File: config.mk
export PLATFORM = sky130hd
export DESIGN_NAME = rom_select_ctrl_flat
export DESIGN_NICKNAME = d
export VERILOG_FILES = /design/src/rtl/rom_select_if.sv /design/src/rtl/rom_select_ctrl.sv /design/src/flat_wrapper.sv
export SDC_FILE = /design/constraint.sdc
export NUM_CORES = 1
export LEC_CHECK = 0
export BUFFER_PORTS_ARGS = -buffer_cell sky130_fd_sc_hd__buf_2
export CAP_MARGIN = 20
export CORE_MARGIN = 1
export CORE_UTILIZATION = 55
export DETAILED_ROUTE_END_ITERATION = 16
export HOLD_SLACK_MARGIN = 0.02
export PLACE_DENSITY = 0.72
export SLEW_MARGIN = 20
export SYNTH_ARGS = -nofsm -noshare
export SYNTH_HDL_FRONTEND = slang
export SYNTH_SLANG_ARGS = --single-unit
File: constraint.sdc
create_clock -name clock -period 2.35 [get_ports clock]
set_input_delay 0.235 -clock clock [delete_from_list [all_inputs] [get_ports clock]]
set_output_delay 0.235 -clock clock [all_outputs]
set_load 0.05 [all_outputs]
File: src/rtl/rom_select_if.sv
// Front-panel ROM-select bundle: raw buttons and loader status in,
// reload request, ROM index, busy and debounced button state out.
interface rom_select_if #(
  parameter int N_SEL = 4
) ();
  logic [N_SEL:0] btn_n;
  logic           load_done;
  logic           reload;
  logic [3:0]     index;
  logic           busy;
  logic [N_SEL:0] pressed;

  modport master (
    input  btn_n,
    input  load_done,
    output reload,
    output index,
    output busy,
    output pressed
  );

  modport slave (
    output btn_n,
    output load_done,
    input  reload,
    input  index,
    input  busy,
    input  pressed
  );
endinterface

File: src/rtl/rom_select_ctrl.sv
// ROM-select controller: synchronise and debounce panel buttons, then
// issue one reload pulse with a latched index and wait for the loader.
module rom_select_ctrl #(
  parameter int N_SEL        = 4,
  parameter int DB_MAX       = 50000,
  parameter int DB_W         = 16,
  parameter int DROP_TIMEOUT = 15
) (
  input logic          clock,
  input logic          reset_n,
  rom_select_if.master bus
);

  localparam int NB = N_SEL + 1;
  localparam int TW = $clog2(DROP_TIMEOUT + 1);
  localparam logic [DB_W-1:0] CNT_TOP = DB_W'(DB_MAX - 1);
  localparam logic [TW-1:0]   T_TOP   = TW'(DROP_TIMEOUT - 1);

  typedef enum logic [2:0] {
    S_IDLE,
    S_ARMED,
    S_PULSE,
    S_WDROP,
    S_WDONE
  } state_t;

  logic [NB-1:0] r_sync1;
  logic [NB-1:0] r_sync2;
  logic [NB-1:0] w_s;
  logic [NB-1:0] r_pressed;

  always_ff @(posedge clock or negedge reset_n) begin
    if (!reset_n) begin
      r_sync1 <= '1;
      r_sync2 <= '1;
    end else begin
      r_sync1 <= bus.btn_n;
      r_sync2 <= r_sync1;
    end
  end

  assign w_s = ~r_sync2;

  for (genvar g = 0; g < NB; g++) begin : g_db
    logic [DB_W-1:0] r_cnt;

    always_ff @(posedge clock or negedge reset_n) begin
      if (!reset_n) begin
        r_cnt        <= '0;
        r_pressed[g] <= 1'b0;
      end else if (w_s[g] == r_pressed[g]) begin
        r_cnt <= '0;
      end else if (r_cnt == CNT_TOP) begin
        r_cnt        <= '0;
        r_pressed[g] <= w_s[g];
      end else begin
        r_cnt <= r_cnt + 1'b1;
      end
    end
  end

  logic [3:0] w_sel;
  logic [3:0] w_oh;
  logic [1:0] w_low;
  logic       w_any;
  logic       w_shift;

  assign w_sel   = r_pressed[3:0];
  assign w_any   = |w_sel;
  assign w_shift = r_pressed[N_SEL];
  // isolate the lowest held select so bit 0 wins
  assign w_oh    = w_sel & (~w_sel + 4'd1);

  always_comb begin
    w_low = 2'd0;
    unique case (1'b1)
      w_oh[0]: w_low = 2'd0;
      w_oh[1]: w_low = 2'd1;
      w_oh[2]: w_low = 2'd2;
      w_oh[3]: w_low = 2'd3;
      default: w_low = 2'd0;
    endcase
  end

  state_t        r_state;
  state_t        w_next;
  logic [1:0]    r_cand;
  logic          r_cshift;
  logic [TW-1:0] r_timer;
  logic          r_reload;
  logic [3:0]    r_index;
  logic          r_busy;

  logic [1:0]    w_cand_d;
  logic          w_cshift_d;
  logic [TW-1:0] w_timer_d;
  logic          w_reload_d;
  logic [3:0]    w_index_d;
  logic          w_busy_d;

  always_ff @(posedge clock or negedge reset_n) begin
    if (!reset_n) begin
      r_state  <= S_IDLE;
      r_cand   <= '0;
      r_cshift <= 1'b0;
      r_timer  <= '0;
      r_reload <= 1'b0;
      r_index  <= '0;
      r_busy   <= 1'b0;
    end else begin
      r_state  <= w_next;
      r_cand   <= w_cand_d;
      r_cshift <= w_cshift_d;
      r_timer  <= w_timer_d;
      r_reload <= w_reload_d;
      r_index  <= w_index_d;
      r_busy   <= w_busy_d;
    end
  end

  always_comb begin
    w_next = r_state;
    unique case (r_state)
      S_IDLE:  if (w_any) w_next = S_ARMED;
      S_ARMED: if (!w_any) w_next = S_PULSE;
      S_PULSE: w_next = S_WDROP;
      S_WDROP: begin
        if (!bus.load_done)     w_next = S_WDONE;
        else if (r_timer == T_TOP) w_next = S_IDLE;
      end
      S_WDONE: if (bus.load_done) w_next = S_IDLE;
      default: w_next = S_IDLE;
    endcase
  end

  // reload/index are loaded on entry to PULSE so both change together
  always_comb begin
    w_reload_d = (w_next == S_PULSE);
    w_index_d  = r_index;
    w_busy_d   = r_busy;
    w_cand_d   = r_cand;
    w_cshift_d = r_cshift;
    w_timer_d  = r_timer;
    unique case (r_state)
      S_IDLE: begin
        if (w_any) begin
          w_cand_d   = w_low;
          w_cshift_d = w_shift;
        end
      end
      S_ARMED: begin
        if (w_any) begin
          w_cand_d   = w_low;
          w_cshift_d = r_cshift | w_shift;
        end else begin
          w_index_d = {1'b0, r_cshift, r_cand};
          w_busy_d  = 1'b1;
          w_timer_d = '0;
        end
      end
      S_PULSE: w_timer_d = '0;
      S_WDROP: begin
        if (bus.load_done) begin
          if (r_timer == T_TOP) w_busy_d = 1'b0;
          else                  w_timer_d = r_timer + 1'b1;
        end
      end
      S_WDONE: begin
        if (bus.load_done) w_busy_d = 1'b0;
      end
      default: ;
    endcase
  end

  assign bus.reload  = r_reload;
  assign bus.index   = r_index;
  assign bus.busy    = r_busy;
  assign bus.pressed = r_pressed;

endmodule

File: src/flat_wrapper.sv
// flat-port wrapper written by rule: the top's interface ports become plain ports
module rom_select_ctrl_flat 
#(
  parameter int N_SEL        = 4,
  parameter int DB_MAX       = 50000,
  parameter int DB_W         = 16,
  parameter int DROP_TIMEOUT = 15
)
  (clock, reset_n, bus_btn_n, bus_load_done, bus_reload, bus_index, bus_busy, bus_pressed);
  rom_select_if #(.N_SEL(N_SEL)) bus_i ();
  input logic clock;
  input logic reset_n;
  input wire logic [$bits(bus_i.btn_n)-1:0] bus_btn_n;
  input wire logic [$bits(bus_i.load_done)-1:0] bus_load_done;
  output wire logic [$bits(bus_i.reload)-1:0] bus_reload;
  output wire logic [$bits(bus_i.index)-1:0] bus_index;
  output wire logic [$bits(bus_i.busy)-1:0] bus_busy;
  output wire logic [$bits(bus_i.pressed)-1:0] bus_pressed;
  assign bus_i.btn_n = bus_btn_n;
  assign bus_i.load_done = bus_load_done;
  assign bus_reload = bus_i.reload;
  assign bus_index = bus_i.index;
  assign bus_busy = bus_i.busy;
  assign bus_pressed = bus_i.pressed;
  rom_select_ctrl #(.N_SEL(N_SEL), .DB_MAX(DB_MAX), .DB_W(DB_W), .DROP_TIMEOUT(DROP_TIMEOUT)) u_core (.clock(clock), .reset_n(reset_n), .bus(bus_i));
endmodule
==> results.ini, run 1 <==
[routing]
remaining_drc_errors=0
wirelength_mm=8.89
viasPerCell=5.52
routedWlPerCell_microns=13.9
firstDrtPassIters=4
vias=3528
ant_nets=0
drt_iter0_markers=148

[synthesis]
yosysTopAreaCellShare=0.486
ys_ff_latch=110
syn_inst=498
synth-async-reset-ratio=1.00
synth_top_area_cell=dfrtp_1
synth_edf_count=0
syn_area_sq_um=5150
synth_nets=513
avgSynthCellArea_sq_um=10.3
synth_area_leaders=dfrtp_1, xnor2_1, nor2_1
yosysSeqAreaShare=0.537
synth.distinct_cells=50
yosys_warnings=0
synthFlopType=dfrtp_1

[worst_setup_path]
cp_max_fo=7
crit_family=simple AND/OR/NAND/NOR gates
crit_slowest_cell=or4_4
worst-path-stages=4
crit_required_ns=2.61
start_kind=register
r2r_start=u_core.bus.pressed[3]
crit_arrival_ns=2.23
critPathBufInv=0
path_cells=or4_4 -> or3_4 -> nor2_8 -> mux2_4
rrSetupSlack_ns=0.39
r2r-end=u_core.bus.index[1]
crit_end=u_core.bus.index[1]
endpoint_kind=register
cp-startpoint=u_core.bus.pressed[3]
worstSetupPathType=register to register
reg2reg_depth=4
critPathMaxStageDelay_ns=0.52

[cts]
clk_pin_slew_worst_paths_ns=0.10
root_buffer=clkbuf_8
post_cts_resized=0
clk_latency_ns=0.37
post-cts-setup-buffers=0
cts_hold_buf=6
cts_sinks=110
cts_htree_levels=3
cts_tree=done
cts_buffer_depth=2
numCtsBuffers=9

[sta]
finalSetupViolCount=0
finalCritPeriodShare=0.835
period_minus_slack_ns=1.96
hold_violations=0
rsz0062_at_grt=false
max_freq_mhz=509
finalClockSkew_ns=0.0128
worst_slew_pin_slew_ns=0.570
holdWs_ns=0.107
fin_tns_setup_ns=0
relSlewSlack=0.620
slew_violations=0

[final_layout]
final_common_cell=dfrtp_1
drive_gt1_frac=0.105
diodes=0
layout.nets=541
layout_common_cells=dfrtp_1, nor2_1, xnor2_1, nand2_1, nand4_1
fillCellCount=710
area_growth_pct=9.35

[power]
worst_ir_drop_vdd_mv=0.478
netSwitchingFraction=0.277
intPower_w=0.00264
clkPwrFrac=0.312
power.switching_w=0.00101
pwr_density_cell_nw_per_um2=649
power_frac_seq=0.568
power_leakage_nw=2.33
combPwrFrac=0.120

[status]
status=finished, final reports clean

[placed_design]
dpl.hpwl_mm=6.24
gp_routability_congestion=0.833
io_buffers=17

[global_route]
grt_overflow=0
first_global_vias=3384
grt_usage=0.200
antenna_found_initial=1
grt_max_degree=47
grt_pass1_wl_mm=15.5

[worst_hold_path]
min_from=bus_load_done
min_path_type=primary input to register

[floorplan]
fp.coreArea_sq_um=8890
dieWidth_microns=98.8
fp.dieH_microns=98.8
start_util=0.580
ioPinCount=19
rows=34
dieArea_sq_um=9760

[run]
maxCapViolCount=0

per-layer routing:
layer	vias up	GRT usage	wire length [microns]
met5	-	0	13
met2	47	0.325	4230
li1	1789	-	-
met4	2	0.0654	150
met1	1678	0.263	4210
met3	12	0.0518	279
sequential cells by signal (all words and copies together), names as in the netlist:
| signal | cells |
|---|---|
| u_core.g_db.r_cnt | 80 |
| u_core.r_timer | 4 |
| u_core.bus.busy | 1 |
| u_core.r_sync1 | 5 |
| u_core.w_shift | 1 |
| u_core.bus.reload | 1 |
| u_core.bus.pressed | 4 |
| u_core.r_state | 3 |
| u_core.r_cshift | 1 |
| u_core.bus.index | 3 |
| u_core.r_sync2 | 5 |
| u_core.r_cand | 2 |
through the flow:
stage          power (W)  cells   util  setup WS, ns  area [sq um]
4_1_cts          0.00371    639  0.634         0.374          5640
3_5_place_dp     0.00255    617  0.604         0.405          5370
3_3_place_gp     0.00254    617  0.604         0.443          5370
6_report         0.00365    639  0.634         0.387          5640
2_1_floorplan    0.00242    498      -         0.190          5150
5_1_grt          0.00383    639  0.634         0.315          5640
worst min path at each step:
stage | cells after the start | end
6_report | 2 | u_core.r_state[2]
5_1_grt | 2 | u_core.r_state[2]
4_1_cts | 2 | u_core.r_state[2]
3_5_place_dp | 1 | u_core.g_db[4].r_cnt[8]
3_3_place_gp | 1 | u_core.g_db[4].r_cnt[8]
2_1_floorplan | 0 | u_core.bus.busy
kinds of logic after synthesis:
| family | count (synthesis) | synth area share |
|---|---|---|
| AND/OR/NAND/NOR | 250 | 0.253 |
| flip-flops | 110 | 0.537 |
| XOR/XNOR | 73 | 0.124 |
| AO/OA/AOI/OAI | 26 | 0.0354 |
| buffers and inverters | 26 | 0.0209 |
| adder cells (fa/ha/maj) | 7 | 0.0170 |
| multiplexers | 5 | 0.0126 |
| other | 1 | 0.000728 |
cell type report:
cell class	count	area, sq um	share of cell area
well taps	108	135	0.0240
repair buffers	27	190	0.0337
flip-flops and latches	110	2770	0.491
inverters	16	60.1	0.0107
clock inverters	7	80.1	0.0142
clock buffers	9	124	0.0220
multi-input cells	362	2280	0.405
power by group through the flow:
stage	combinational, W	clock [W]	sequential, W
final	0.000438	0.00114	0.00208
after global placement	0.000428	0	0.00211
after floorplan	0.000308	0	0.00212
after CTS	0.000448	0.00118	0.00208
after global routing	0.000488	0.00125	0.00209
after detailed placement	0.000441	0	0.00211
cells in the mapped netlist (7+ instances only):
cell and number:
inv_1 16, nand4_1 28, ha_1 7, nand2_1 30, nor3_1 19, nand3_1 23, nor4_1 22, xnor2_1 56
nor2_1 85, and3_1 11, dfstp_2 10, xor2_1 17, dfrtp_1 100
Power figures use the tool's default switching activity.
==> inputs of run 2 (changes only) <==
--- a/config.mk
+++ b/config.mk
@@ -11,7 +11,7 @@
 export CORE_UTILIZATION = 55
 export DETAILED_ROUTE_END_ITERATION = 16
 export HOLD_SLACK_MARGIN = 0.02
-export PLACE_DENSITY = 0.72
+export PLACE_DENSITY = 0.75
 export SLEW_MARGIN = 20
 export SYNTH_ARGS = -nofsm -noshare
 export SYNTH_HDL_FRONTEND = slang
==> constraint.sdc (replaced) <==
create_clock -name clock -period 1.8 [get_ports clock]
set_input_delay 0.18 -clock clock [delete_from_list [all_inputs] [get_ports clock]]
set_output_delay 0.18 -clock clock [all_outputs]
set_load 0.05 [all_outputs]
==> run 2 against run 1 <==
The run now ends with setup timing left. Final cell count increased by 1.7%. Core utilization is 1.4 points higher. Critical path depth did not move. Via count up 4.2%. Global-route usage increased by 0.85 points. First-iteration DRC count is 18% higher. Clock skew decreased by 0.0034 ns. Worst hold slack got worse by 0.048 ns. Wire length rose by 5.4%. Total power grew 33%. Sequential cell count stayed put. Die area did not move. Critical endpoint is now u_core.bus.index[0]. Largest cell class unchanged.
==> results.ini, run 2 (same netlist as run 1, synthesis figures left out) <==
[routing]
wirelength_mm=9.37
remaining_drc_errors=0
vias=3676
routedWlPerCell_microns=14.4
drt_iter0_markers=175
viasPerCell=5.66
ant_nets=0
firstDrtPassIters=4

[final_layout]
reg_top3=u_core.g_db.r_cnt (80), u_core.r_sync1 (5), u_core.r_sync2 (5)
largest_reg_flops=80
layout.nets=552
drive_gt1_frac=0.133
final_common_cell=dfrtp_1
diodes=0
regMostFlops=u_core.g_db.r_cnt
area_growth_pct=11.7
layout_common_cells=dfrtp_1, nor2_1, xnor2_1, nand2_1, nand4_1

[run]
maxCapViolCount=0

[floorplan]
dieArea_sq_um=9760
rows=34
ioPinCount=19
fp.coreArea_sq_um=8890
dieWidth_microns=98.8
fp.dieH_microns=98.8
start_util=0.580

[global_route]
antenna_found_initial=0
grt_usage=0.208
grt_overflow=0
grt_max_degree=48
first_global_vias=3551
grt_pass1_wl_mm=16.2

[worst_setup_path]
start_kind=register
crit_slowest_cell=or4_4
crit_required_ns=2.06
crit_arrival_ns=2.13
endpoint_kind=register
reg2reg_depth=4
critPathMaxStageDelay_ns=0.53
critPathBufInv=0
worst-path-stages=4
rrSetupSlack_ns=-0.06
crit_family=simple AND/OR/NAND/NOR gates
path_cells=or4_4 -> or3_4 -> nor2_8 -> mux2_4
cp_max_fo=4
worstSetupPathType=register to register

[placed_design]
pre_cts_ws_ns=-0.0598
gp_routability_congestion=0.839
dpl.hpwl_mm=6.39
io_buffers=17

[power]
power_leakage_nw=2.38
worst_ir_drop_vdd_mv=0.441
pwr_density_cell_nw_per_um2=844

[sta]
finalCritPeriodShare=1.04
finalSetupViolCount=5
max_freq_mhz=536
hold_violations=0
slew_violations=0
period_minus_slack_ns=1.86
fin_tns_setup_ns=-0.240
rsz0062_at_grt=true
finalClockSkew_ns=0.00936
fin_ws_ns=-0.0649

[cts]
root_buffer=clkbuf_8
post-cts-setup-buffers=0
cts_htree_levels=3
clk_pin_slew_worst_paths_ns=0.09
clk_latency_ns=0.37
cts_tree=done
cts_sinks=110
cts_buffer_depth=2
numCtsBuffers=9

[status]
status=finished, violations left
violations=setup timing

[worst_hold_path]
min_path_cells=2
min_path_type=primary input to register

## run 2: cell count changes in the layout (fill, tap and decap cells not counted), sizes merged
cell / change
clkbuf: +1
clkinvlp: +2
inv: -1
buf: +11
clkinv: -2
## run 2: final timing paths
kind / start / to
max: u_core.bus.pressed[1] / u_core.bus.index[0]
min: bus_load_done / u_core.r_state[2]
max reg2reg: u_core.bus.pressed[1] / u_core.bus.index[0]
min reg2reg: u_core.r_sync1[0] / u_core.r_sync2[0]
max in group asynchronous: reset_n / u_core.r_sync1[2]
min in group asynchronous: reset_n / u_core.g_db[4].r_cnt[10]
## run 2: power by group
group	switching (W)	total (W)	internal [W]
combinational	0.000386	0.000628	0.000242
sequential	0.000125	0.00271	0.00259
clock	0.000829	0.00152	0.000688
total	0.00134	0.00486	0.00352
## run 2: what timing repair did
action,CTS,global route
resized for setup,0,3
pin swaps,0,1
endpoints found under the hold margin,33,0
cloned,0,0
hold buffers,6,0
setup endpoints to repair,5,14
## run 2: layer usage
layer	wire length, microns	vias to the layer above	GRT usage	part of all wire
met2	4440	55	0.337	0.47
li1	-	1808	-	-
met5	0	-	0	0
met1	4470	1793	0.274	0.48
met4	191	0	0.0815	0.020
met3	265	20	0.0482	0.028
## run 2: cell type report
type                    instances  area, sq um
multi-input cells             362         2300
repair buffers                 38          285
well taps                     108          135
clock inverters                 6         70.1
clock buffers                  10          138
inverters                      16         60.1
fillers                       703         3140
flip-flops and latches        110         2770
## run 2: through the flow
step | instance area, sq um | total power, W | utilization | instances | hold WS, ns
final | 5760 | 0.00486 | 0.647 | 650 | 0.0586
after global routing | 5760 | 0.00508 | 0.647 | 650 | 0.0722
after CTS | 5740 | 0.00490 | 0.645 | 650 | 0.0465
after detailed placement | 5470 | 0.00337 | 0.615 | 628 | 0.149
after global placement | 5470 | 0.00334 | 0.615 | 628 | 0.150
after floorplan | 5160 | 0.00317 | - | 498 | -0.116
==> inputs of run 3 (changes only) <==
--- a/config.mk
+++ b/config.mk
@@ -11,7 +11,7 @@
 export CORE_UTILIZATION = 55
 export DETAILED_ROUTE_END_ITERATION = 16
 export HOLD_SLACK_MARGIN = 0.02
-export PLACE_DENSITY = 0.75
+export PLACE_DENSITY = 0.72
 export SLEW_MARGIN = 20
 export SYNTH_ARGS = -nofsm -noshare
 export SYNTH_HDL_FRONTEND = slang
==> constraint.sdc (replaced) <==
create_clock -name clock -period 2.3 [get_ports clock]
set_input_delay 0.23 -clock clock [delete_from_list [all_inputs] [get_ports clock]]
set_output_delay 0.23 -clock clock [all_outputs]
set_load 0.05 [all_outputs]
==> run 3 against run 2 <==
The run now ends clean. Worst setup slack better by 0.42 ns. Total power is 24% lower. Die area stayed put. Cell area is 2.2% lower. Sequential share of layout area is 0.99 points higher. Final cell count is 2.0% lower. Core utilization is 1.4 points lower.
==> results.ini, run 3 (same netlist as run 1, synthesis figures left out) <==
[status]
status=finished, final reports clean

[routing]
ant_nets=0
routedWlPerCell_microns=13.7
firstDrtPassIters=4
drt_iter0_markers=120
remaining_drc_errors=0
wirelength_mm=8.70
vias=3550
viasPerCell=5.57

[global_route]
grt.busiest_layer=met2
grt_usage=0.201
met3_usage=0.0582
use_met1=0.257
use_met2=0.324
grt_max_degree=47
grt_pass1_wl_mm=15.5
grt_overflow=0
antenna_found_initial=0
first_global_vias=3521

[power]
power_leakage_nw=2.33
pwr_density_cell_nw_per_um2=656
worst_ir_drop_vdd_mv=0.383

[cts]
post_cts_resized=0
clk_latency_ns=0.38
numCtsBuffers=9
root_buffer=clkbuf_8
cts_tree=done
clk_pin_slew_worst_paths_ns=0.09
cts_htree_levels=3
post-cts-setup-buffers=0
cts_buffer_depth=2
cts_sinks=110

[worst_setup_path]
reg2reg_depth=4
cp_max_fo=7
r2r_start=u_core.bus.pressed[3]
crit_slowest_cell=or4_4
crit_arrival_ns=2.21
rrSetupSlack_ns=0.36
critPathMaxStageDelay_ns=0.52
endpoint_kind=register
worstSetupPathType=register to register
path_cells=or4_4 -> or3_4 -> nor2_8 -> mux2_4
crit_required_ns=2.57
start_kind=register
cp-startpoint=u_core.bus.pressed[3]
r2r-end=u_core.bus.index[1]

[final_layout]
seqCellArea_sq_um=2770
largest_reg_flops=80
final_common_cell=dfrtp_1
regMostFlops=u_core.g_db.r_cnt
area_growth_pct=9.27
multi_input_area_sq_um=2280
diodes=0
layout_common_cells=dfrtp_1, nor2_1, xnor2_1, nand2_1, nand4_1
fillCellCount=690
reg_top3=u_core.g_db.r_cnt (80), u_core.r_sync1 (5), u_core.r_sync2 (5)
final_util=0.633
drive_gt1_frac=0.100
layout.nets=541

[sta]
finalCritPeriodShare=0.844
relSlewSlack=0.608
fin_tns_setup_ns=0
worst_slew_pin_slew_ns=0.589
max_freq_mhz=515
finalClockSkew_ns=0.00909
slew_violations=0
finalSetupViolCount=0
hold_violations=0
rsz0062_at_grt=false
period_minus_slack_ns=1.94

[placed_design]
io_buffers=17
dpl.hpwl_mm=6.11
gp_routability_congestion=0.839

[floorplan]
rows=34
start_util=0.580
ioPinCount=19
dieArea_sq_um=9760
dieWidth_microns=98.8
fp.coreArea_sq_um=8890
fp.dieH_microns=98.8

[worst_hold_path]
min_to=u_core.r_state[2]
min_from=bus_load_done
min_path_type=primary input to register
min_path_cells=2

[run]
maxCapViolCount=0

-- run 3: cell types whose count changed in the layout (fill, tap and decap cells not counted), moves of 2 or more --
cell / before / now
buf_4: 14 / 3
dfrtp_2: 3 / 0
dfrtp_1: 97 / 100
clkinvlp_4: 3 / 1
-- run 3: per-stage QoR --
| step | cells | total power, W | setup slack [ns] | area, sq um | hold WS, ns |
|---|---|---|---|---|---|
| final | 637 | 0.00369 | 0.360 | 5630 | 0.0953 |
| after global routing | 637 | 0.00388 | 0.281 | 5630 | 0.0916 |
| after CTS | 637 | 0.00376 | 0.348 | 5630 | 0.0653 |
| after detailed placement | 617 | 0.00261 | 0.370 | 5380 | 0.283 |
| after global placement | 617 | 0.00259 | 0.390 | 5380 | 0.271 |
| after floorplan | 498 | 0.00248 | 0.140 | 5150 | -0.0656 |
-- run 3: power by group --
group	switching (W)	internal, W	leakage [nW]
combinational	0.000293	0.000161	0.756
clock	0.000598	0.000524	0.0915
sequential	0.0000943	0.00202	1.48
-- run 3: worst max path at each step --
stage / to / slack (ns) / depth (start not counted)
after global routing: u_core.bus.index[1] / 0.28 / 4
after global placement: u_core.bus.index[1] / 0.39 / 4
after detailed placement: u_core.bus.index[1] / 0.37 / 4
after floorplan: u_core.bus.index[0] / 0.14 / 4
after CTS: u_core.bus.index[1] / 0.35 / 4
final: u_core.bus.index[1] / 0.36 / 4
-- run 3: repair_timing --
item                                    CTS  global route
endpoints found under the hold margin    47             0
endpoints found under the setup margin    0             0
hold buffers                              6             0
-- run 3: layout make-up --
cell class	instances	share of cell area
clock inverter	3	0.00822
tap	108	0.0240
inverter	16	0.0107
sequential	110	0.491
timing repair buffer	27	0.0360
clock buffer	11	0.0251
multi-input combinational	362	0.405
-- run 3: worst max-delay path: cells and delay by family, from the launching register on --
kind / cells / cell delay [ns]
flip-flops: 1 / 0.45
multiplexers: 1 / 0.31
AND/OR/NAND/NOR: 3 / 1.07
-- run 3: layer usage --
metal | up-vias | routed length, microns
met5 | - | 0
met4 | 0 | 165
met3 | 16 | 294
met2 | 43 | 4020
met1 | 1715 | 4220
li1 | 1776 | -
